<file path="config.mk">
export PLATFORM = sky130hd
export DESIGN_NAME = ddr_deserialiser_flat
export DESIGN_NICKNAME = d
export VERILOG_FILES = /design/src/rtl/ddr_deserialiser_if.sv /design/src/rtl/ddr_deserialiser.sv /design/src/flat_wrapper.sv
export SDC_FILE = /design/constraint.sdc
export NUM_CORES = 1
export LEC_CHECK = 0
export CAP_MARGIN = 0
export CORE_MARGIN = 2
export CORE_UTILIZATION = 50
export CTS_CLUSTER_DIAMETER = 30
export DETAILED_ROUTE_END_ITERATION = 10
export DONT_BUFFER_PORTS = 1
export SLEW_MARGIN = 40
export SYNTH_ARGS = -nofsm -noshare
export SYNTH_HDL_FRONTEND = slang
export SYNTH_SLANG_ARGS = --single-unit
</file>
<file path="constraint.sdc">
create_clock -name clk_i -period 5.7 [get_ports clk_i]
set_clock_uncertainty 0.1 [all_clocks]
set_input_delay 0.855 -clock clk_i [delete_from_list [all_inputs] [get_ports clk_i]]
set_output_delay 0.855 -clock clk_i [all_outputs]
set_load 0.02 [all_outputs]
</file>
<file path="src/rtl/ddr_deserialiser_if.sv">
// Bundle of the pad-side serial inputs and the parallel burst outputs of the
// read-path DDR deserialiser. The master side drives DQ and the capture
// window; the slave side (the deserialiser) returns the assembled burst.
interface ddr_deserialiser_if #(
    parameter int BL    = 16,
    parameter int LANES = 1
);
    logic [LANES-1:0]    dq_i;
    logic                cap_en_i;
    logic [LANES*BL-1:0] data_o;
    logic                valid_o;
    logic                err_o;
    logic                busy_o;

    modport master (
        output dq_i, cap_en_i,
        input  data_o, valid_o, err_o, busy_o
    );

    modport slave (
        input  dq_i, cap_en_i,
        output data_o, valid_o, err_o, busy_o
    );
endinterface

</file>
<file path="src/rtl/ddr_deserialiser.sv">
// Receive-side DDR deserialiser. Beats are sampled on both edges of clk_i
// during a capture window of BL/2 cycles and assembled into one parallel
// word per burst (lane l, beat b at bit b*LANES+l). A complete burst is
// published with a one-cycle valid pulse; a window that drops early raises
// a one-cycle error pulse and leaves the published word untouched.
module ddr_deserialiser #(
    parameter int BL    = 16,
    parameter int LANES = 1
) (
    input  logic              clk_i,
    input  logic              rst_n,
    ddr_deserialiser_if.slave bus
);
    localparam int HALF = BL / 2;
    localparam int CW   = $clog2(HALF) + 1;
    localparam int W    = LANES * BL;
    localparam logic [CW-1:0] HALF_C = CW'(HALF);

    typedef enum logic {
        IDLE,
        CAPTURE
    } state_t;

    state_t           state_reg;
    logic [CW-1:0]    cnt_reg;
    logic [W-1:0]     asm_reg;
    logic [W-1:0]     data_reg;
    logic             valid_reg;
    logic             err_reg;
    logic [LANES-1:0] neg_q;

    logic [W-1:0]     asm_done;
    int               even_base;
    int               odd_base;

    // Falling-edge sample; holds the odd beat until the next rising edge
    // writes it into the assembly buffer.
    always_ff @(negedge clk_i) begin
        if (!rst_n) begin
            neg_q <= '0;
        end else begin
            neg_q <= bus.dq_i;
        end
    end

    // Completed word (last beat still lives in neg_q) and the bit offsets
    // of the beat pair consumed at the current rising edge.
    always_comb begin
        asm_done                              = asm_reg;
        asm_done[(BL-1)*LANES +: LANES]       = neg_q;
        even_base                             = 2 * int'(cnt_reg) * LANES;
        odd_base                              = (2 * int'(cnt_reg) - 1) * LANES;
    end

    // Capture state machine with registered valid/err pulses.
    always_ff @(posedge clk_i) begin
        if (!rst_n) begin
            state_reg <= IDLE;
            cnt_reg   <= '0;
            asm_reg   <= '0;
            data_reg  <= '0;
            valid_reg <= 1'b0;
            err_reg   <= 1'b0;
        end else begin
            valid_reg <= 1'b0;
            err_reg   <= 1'b0;
            case (state_reg)
                IDLE: begin
                    if (bus.cap_en_i) begin
                        asm_reg[0 +: LANES] <= bus.dq_i;
                        cnt_reg             <= CW'(1);
                        state_reg           <= CAPTURE;
                    end
                end
                CAPTURE: begin
                    if (cnt_reg == HALF_C) begin
                        // Completion edge: publish, and restart immediately
                        // if the window is still open (back-to-back burst).
                        data_reg  <= asm_done;
                        valid_reg <= 1'b1;
                        if (bus.cap_en_i) begin
                            asm_reg[0 +: LANES] <= bus.dq_i;
                            cnt_reg             <= CW'(1);
                        end else begin
                            cnt_reg   <= '0;
                            state_reg <= IDLE;
                        end
                    end else if (bus.cap_en_i) begin
                        asm_reg[even_base +: LANES] <= bus.dq_i;
                        asm_reg[odd_base +: LANES]  <= neg_q;
                        cnt_reg                     <= cnt_reg + 1'b1;
                    end else begin
                        // Window closed early: drop the partial burst.
                        err_reg   <= 1'b1;
                        cnt_reg   <= '0;
                        state_reg <= IDLE;
                    end
                end
                default: begin
                    state_reg <= IDLE;
                end
            endcase
        end
    end

    assign bus.data_o  = data_reg;
    assign bus.valid_o = valid_reg;
    assign bus.err_o   = err_reg;
    assign bus.busy_o  = (state_reg == CAPTURE);
endmodule

</file>
<file path="src/flat_wrapper.sv">
// flat-port wrapper written by rule: the top's interface ports become plain ports
module ddr_deserialiser_flat 
#(
    parameter int BL    = 16,
    parameter int LANES = 1
)
  (clk_i, rst_n, bus_dq_i, bus_cap_en_i, bus_data_o, bus_valid_o, bus_err_o, bus_busy_o);
  ddr_deserialiser_if #(.BL(BL), .LANES(LANES)) bus_i ();
  input  logic clk_i;
  input  logic rst_n;
  input wire logic [$bits(bus_i.dq_i)-1:0] bus_dq_i;
  input wire logic [$bits(bus_i.cap_en_i)-1:0] bus_cap_en_i;
  output wire logic [$bits(bus_i.data_o)-1:0] bus_data_o;
  output wire logic [$bits(bus_i.valid_o)-1:0] bus_valid_o;
  output wire logic [$bits(bus_i.err_o)-1:0] bus_err_o;
  output wire logic [$bits(bus_i.busy_o)-1:0] bus_busy_o;
  assign bus_i.dq_i = bus_dq_i;
  assign bus_i.cap_en_i = bus_cap_en_i;
  assign bus_data_o = bus_i.data_o;
  assign bus_valid_o = bus_i.valid_o;
  assign bus_err_o = bus_i.err_o;
  assign bus_busy_o = bus_i.busy_o;
  ddr_deserialiser #(.BL(BL), .LANES(LANES)) u_core (.clk_i(clk_i), .rst_n(rst_n), .bus(bus_i));
endmodule
</file>
==> reports/results.txt, run 1 <==
Run status: finished, final reports clean
Slew Viols, Final: 0
Total negative slack: 0 ps
Placer Congestion: 0.839
Max reg flops: 16
CTS tree: done
Worst skew pair latency: 340 ps
Bufs and invs on worst path: 0
Die height: 64.6 um
# DRC: 0
Syn. warnings: 0
Filler cell count: 355
Num CTS Buffers: 5
Yosys top cell area share: 0.425
Register area share after synthesis: 0.425
Root Buffer: clkbuf_8
Die ar.: 4170 um2
Mapped Cells: 210
Area leader, netlist: dfxtp_1
Distinct cells, synth: 43
Worst vdd rail ir drop: 0.118 mV
Critical path required time: 5810 ps
Initial DRC count: 85
Mean post-synth cell area: 8.75 um2
Crit-path slowest cell: dfxtp_1
Placed cells: 244
Post-synth ARST share: 0
Core Area: 3610 um2
Routed WL per cell: 14.4 um
GR Util All Layers: 0.190
Ratio of cells with drive above 1 in the final layout: 0.0931
Ranking of synthesized cells by area: dfxtp_1 (43%), nand2_1 (11%), a21boi_0 (7.4%)
Final setup viols: 0
N_diodes: 0
Largest net degree at the start of global routing: 41
Port bufs: 0
Synth Flop Type: dfxtp_1
Rel. slew slack: 0.537
Vias: 1390
Post_cts resized: 0
Avg Vias per Cell: 5.52
Hold buffers post-CTS: 0
# Post-CTS Setup Buffers: 0
DR pass1 iterations: 4
Post-Layout Cell Count: 252
Clock sinks: 39
DRT antenna net count: 0
Reg clk slew, reported paths: 70 ps
Pwr/cell area: 259 nW/um2
CP cell instances: o311ai_2 > mux2i_1
I/O Pins: 23
CP startpoint kind: register
Pre-CTS setup slack: 1610 ps
Hold Crit Class: reg -> reg
HPWL Detailed: 2.54 mm
Longest Clk Path Bufs: 2
Number of flops mapped to enable cells by yosys: 0
Max Cap Viol: 0
Fin worst setup slack: 1880 ps
Syn nets: 218
Multi-input gate area: 943 um2
Cell Area, Synth: 1840 um2
FP Rows: 22
Syn-to-layout area delta: 3.00%
Crit-path leading delay family: flip-flops
H-tree depth: 2
Worst slew pin tran: 694 ps
Die Width: 64.6 um
Nets: 211
Largest fanout on the critical path: 7
Critical path endpoint category: register
Initial core utilization: 0.509
Lkg Pwr: 0.662 nW
Sequential cell area: 781 um2
Total grt overflow: 0
CP peak stage delay: 330 ps
First-pass GRT wire length: 6.13 mm
Synthesized flop and latch total: 39
Initial antenna violation count: 0
Final hold vios: 0
RSZ-0062 raised after global routing: no
Final Routed Wirelength: 3.63 mm
Critical path arrival: 3930 ps
Vias in the first global route: 1378
Setup Crit Path Kind: reg -> reg
==> cells in the mapped netlist (2+ instances only) <==
cell type  count
buf_2          2
a32oi_1        2
mux2i_1       11
clkbuf_1       4
ha_1           4
o31ai_1        3
o21ai_0        3
inv_1          6
buf_6          4
nor2b_1        2
nand2_1       56
nand4_1        3
and2_2         2
o211ai_1       4
buf_4          3
a21boi_0      18
or2b_1         2
and3_1         2
dfxtp_1       39
nor2_1         8
nor3_1         5
a21oi_1        4
nand3_1        3
==> kinds of logic (layout without fill, tap and decap cells) <==
group	after synthesis	in the layout	share of synthesized area
flip-flops	39	39	0.425
AO/OA/AOI/OAI	39	39	0.156
buffers and inverters	20	14	0.0654
adder cells (fa/ha/maj)	4	4	0.0272
AND/OR/NAND/NOR	96	96	0.260
multiplexers	12	12	0.0661
==> per-layer routing <==
metal,global-route usage,vias up,routed length (um)
li1,-,706,-
met3,0.0538,6,165
met2,0.319,33,1780
met5,0,-,0
met1,0.230,645,1640
met4,0.0691,0,40
==> cells in the final DEF, fill, tap and decap left out, types with 2 or more instances in the layout <==
| master | count |
|---|---|
| nor2b_1 | 2 |
| a32oi_1 | 2 |
| nand2_1 | 56 |
| dfxtp_1 | 39 |
| mux2i_1 | 11 |
| o21ai_0 | 3 |
| or2b_1 | 2 |
| nor3_1 | 5 |
| nor2_1 | 8 |
| o211ai_1 | 4 |
| clkbuf_8 | 5 |
| ha_1 | 4 |
| and3_1 | 2 |
| a21oi_1 | 4 |
| nand4_1 | 3 |
| nand3_1 | 3 |
| a21boi_0 | 18 |
| inv_1 | 6 |
| o31ai_1 | 3 |
| and2_2 | 2 |
==> power breakdown <==
part	switching (mW)	total, mW	internal [mW]
clock	0.0968	0.183	0.0864
sequential	0.00526	0.280	0.274
combinational	0.0141	0.0262	0.0121
total	0.116	0.489	0.373
==> layout make-up <==
class | count | area share
Multi-Input combinational cell | 151 | 0.499
Clock buffer | 6 | 0.0384
Sequential cell | 39 | 0.413
Tap cell | 48 | 0.0317
Inverter | 5 | 0.00992
Clock inverter | 3 | 0.00860
==> through the flow <==
| stage | utilization | power, mW | area [um2] | hold slack (ps) |
|---|---|---|---|---|
| after detailed placement | 0.499 | 0.314 | 1800 | 353 |
| after floorplan | - | 0.316 | 1840 | 335 |
| final | 0.525 | 0.489 | 1890 | 362 |
| after global placement | 0.499 | 0.313 | 1800 | 350 |
| after CTS | 0.523 | 0.494 | 1880 | 366 |
| after global routing | 0.525 | 0.509 | 1890 | 384 |
==> tightest hold or removal path, stage by stage (launching register included) <==
cell and delay [ps]:
dfxtp_1 310, nand2_1 50, mux2i_1 50
==> worst paths after layout <==
path                       from                  to  slack [ps]  cells after the start
max                u_core.neg_q   u_core.asm_reg[9]        1880                      2
min          u_core.asm_reg[13]  u_core.asm_reg[13]         360                      2
max reg2reg        u_core.neg_q   u_core.asm_reg[9]        1880                      2
min reg2reg  u_core.asm_reg[13]  u_core.asm_reg[13]         360                      2
Power figures use the tool's default switching activity.
==> inputs of run 2 (changes only) <==
Clock period 5.7 ns to 3.9 ns, I/O delays scaled along.
==> run 2 against run 1 <==
Combinational power grew 47%. Largest power group unchanged. Critical path depth is the same. Sequential share of layout area shrank 0.59 points. Register-to-register slack lost 890 ps. Critical path type unchanged.
==> reports/results.txt, run 2 (same netlist as run 1, synthesis figures left out) <==
Final hold vios: 0 (unchanged)
Slew Viols, Final: 0 (unchanged)
Total grt overflow: 0 (unchanged)
Sequential cell area: 781 um2 (unchanged)
Most common cell after layout, fill and taps aside: nand2_1 (unchanged)
I/O Pins: 23 (unchanged)
Filler cell count: 352 (was 355)
DR pass1 iterations: 5 (was 4)
Routed WL per cell: 14.3 um (was 14.4 um)
Critical path required time: 4020 ps (was 5810 ps)
Longest Clk Path Bufs: 2 (unchanged)
Run status: finished, final reports clean (unchanged)
Most frequent cells in the layout: nand2_1 (56), dfxtp_1 (39), a21boi_0 (18) (unchanged)
CP startpoint kind: register (unchanged)
GR Util All Layers: 0.190 (about the same)
Die height: 64.6 um (unchanged)
# DRC: 0 (unchanged)
Crit-path leading delay family: flip-flops (unchanged)
Ratio of cells with drive above 1 in the final layout: 0.0980 (was 0.0931)
Placer Congestion: 0.838 (was 0.839)
Avg Vias per Cell: 5.39 (was 5.52)
R2r setup slk: 990 ps (was 1880 ps)
Initial core utilization: 0.509 (unchanged)
Critical path endpoint category: register (unchanged)
CP cell instances: o311ai_2 > mux2i_1 (unchanged)
Final setup viols: 0 (unchanged)
H-tree depth: 2 (unchanged)
Clock sinks: 39 (unchanged)
Post-Layout Cell Count: 252 (unchanged)
Max Cap Viol: 0 (unchanged)
DRT antenna net count: 0 (unchanged)
Crit-path slowest cell: dfxtp_1 (unchanged)
Largest net degree at the start of global routing: 41 (unchanged)
Hold Crit Class: in -> reg (was reg -> reg)
Critical path arrival: 3030 ps (was 3930 ps)
N_diodes: 0 (unchanged)
Largest fanout on the critical path: 7 (unchanged)
Setup Crit Path Kind: reg -> reg (unchanged)
Vias: 1358 (was 1390)
FP Rows: 22 (unchanged)
Num CTS Buffers: 5 (unchanged)
Worst slew pin tran: 626 ps (was 694 ps)
CP peak stage delay: 330 ps (about the same)
Rel. slew slack: 0.582 (was 0.537)
Bufs and invs on worst path: 0 (unchanged)
Final Routed Wirelength: 3.61 mm (was 3.63 mm)
RSZ-0062 raised after global routing: no (unchanged)
Die ar.: 4170 um2 (unchanged)
Port bufs: 0 (unchanged)
Max reg flops: 16 (unchanged)
Multi-input gate area: 943 um2 (unchanged)
Initial DRC count: 104 (was 85)
Pwr/cell area: 410 nW/um2 (was 259 nW/um2)
Reg clk slew, reported paths: 80 ps (was 70 ps)
Lkg Pwr: 0.679 nW (was 0.662 nW)
Initial antenna violation count: 0 (unchanged)
Nets: 211 (unchanged)
Total negative slack: 0 ps (unchanged)
Hold buffers post-CTS: 0 (unchanged)
Vias in the first global route: 1425 (was 1378)
Core Area: 3610 um2 (unchanged)
HPWL Detailed: 2.56 mm (was 2.54 mm)
Worst skew pair latency: 340 ps (about the same)
Post_cts resized: 0 (unchanged)
Placed cells: 244 (unchanged)
Die Width: 64.6 um (unchanged)
Worst vdd rail ir drop: 0.268 mV (was 0.118 mV)
First-pass GRT wire length: 6.13 mm (about the same)
# Post-CTS Setup Buffers: 0 (unchanged)
CTS tree: done (unchanged)
Root Buffer: clkbuf_8 (unchanged)
Syn-to-layout area delta: 4.50% (was 3.00%)
-- run 2: final timing paths --
| check | from | to | cells past startpoint |
|---|---|---|---|
| hold reg to reg | u_core.asm_reg[8] | u_core.asm_reg[8] | 2 |
| hold / removal | rst_n | u_core.cnt_reg[1] | 1 |
| setup reg to reg | u_core.neg_q | u_core.asm_reg[11] | 2 |
| setup / recovery | u_core.neg_q | u_core.asm_reg[11] | 2 |
-- run 2: layout make-up --
cell class / count / area share
Multi-Input combinational cell: 151 / 0.492
Sequential cell: 39 / 0.407
Clock buffer: 5 / 0.0359
Tap cell: 48 / 0.0313
Clock inverter: 4 / 0.0248
Inverter: 5 / 0.00978
-- run 2: power breakdown --
part / leakage (nW) / total (mW) / internal (mW) / switching (mW)
combinational: 0.301 / 0.0384 / 0.0177 / 0.0207
clock: 0.0634 / 0.339 / 0.192 / 0.147
sequential: 0.315 / 0.409 / 0.401 / 0.00774
-- run 2: worst register-to-register path, cell delays in order, from the launching register on --
cell and delay (ps):
dfxtp_1 330, o311ai_2 200, mux2i_1 200
-- run 2: stage by stage --
step	setup WS, ps	utilization	total power, mW	area (um2)	hold WS, ps
6_report	991	0.532	0.787	1920	321
5_1_grt	933	0.532	0.813	1920	313
4_1_cts	912	0.530	0.793	1910	310
3_5_place_dp	972	0.499	0.459	1800	355
3_3_place_gp	983	0.499	0.458	1800	350
2_1_floorplan	994	-	0.462	1840	335
-- run 2: routing by layer --
metal,part of all wire,track usage,up-vias
met1,0.47,0.209,625
met4,0.015,0.0718,0
met2,0.48,0.344,28
met5,0,0,-
li1,-,-,700
met3,0.042,0.0556,5
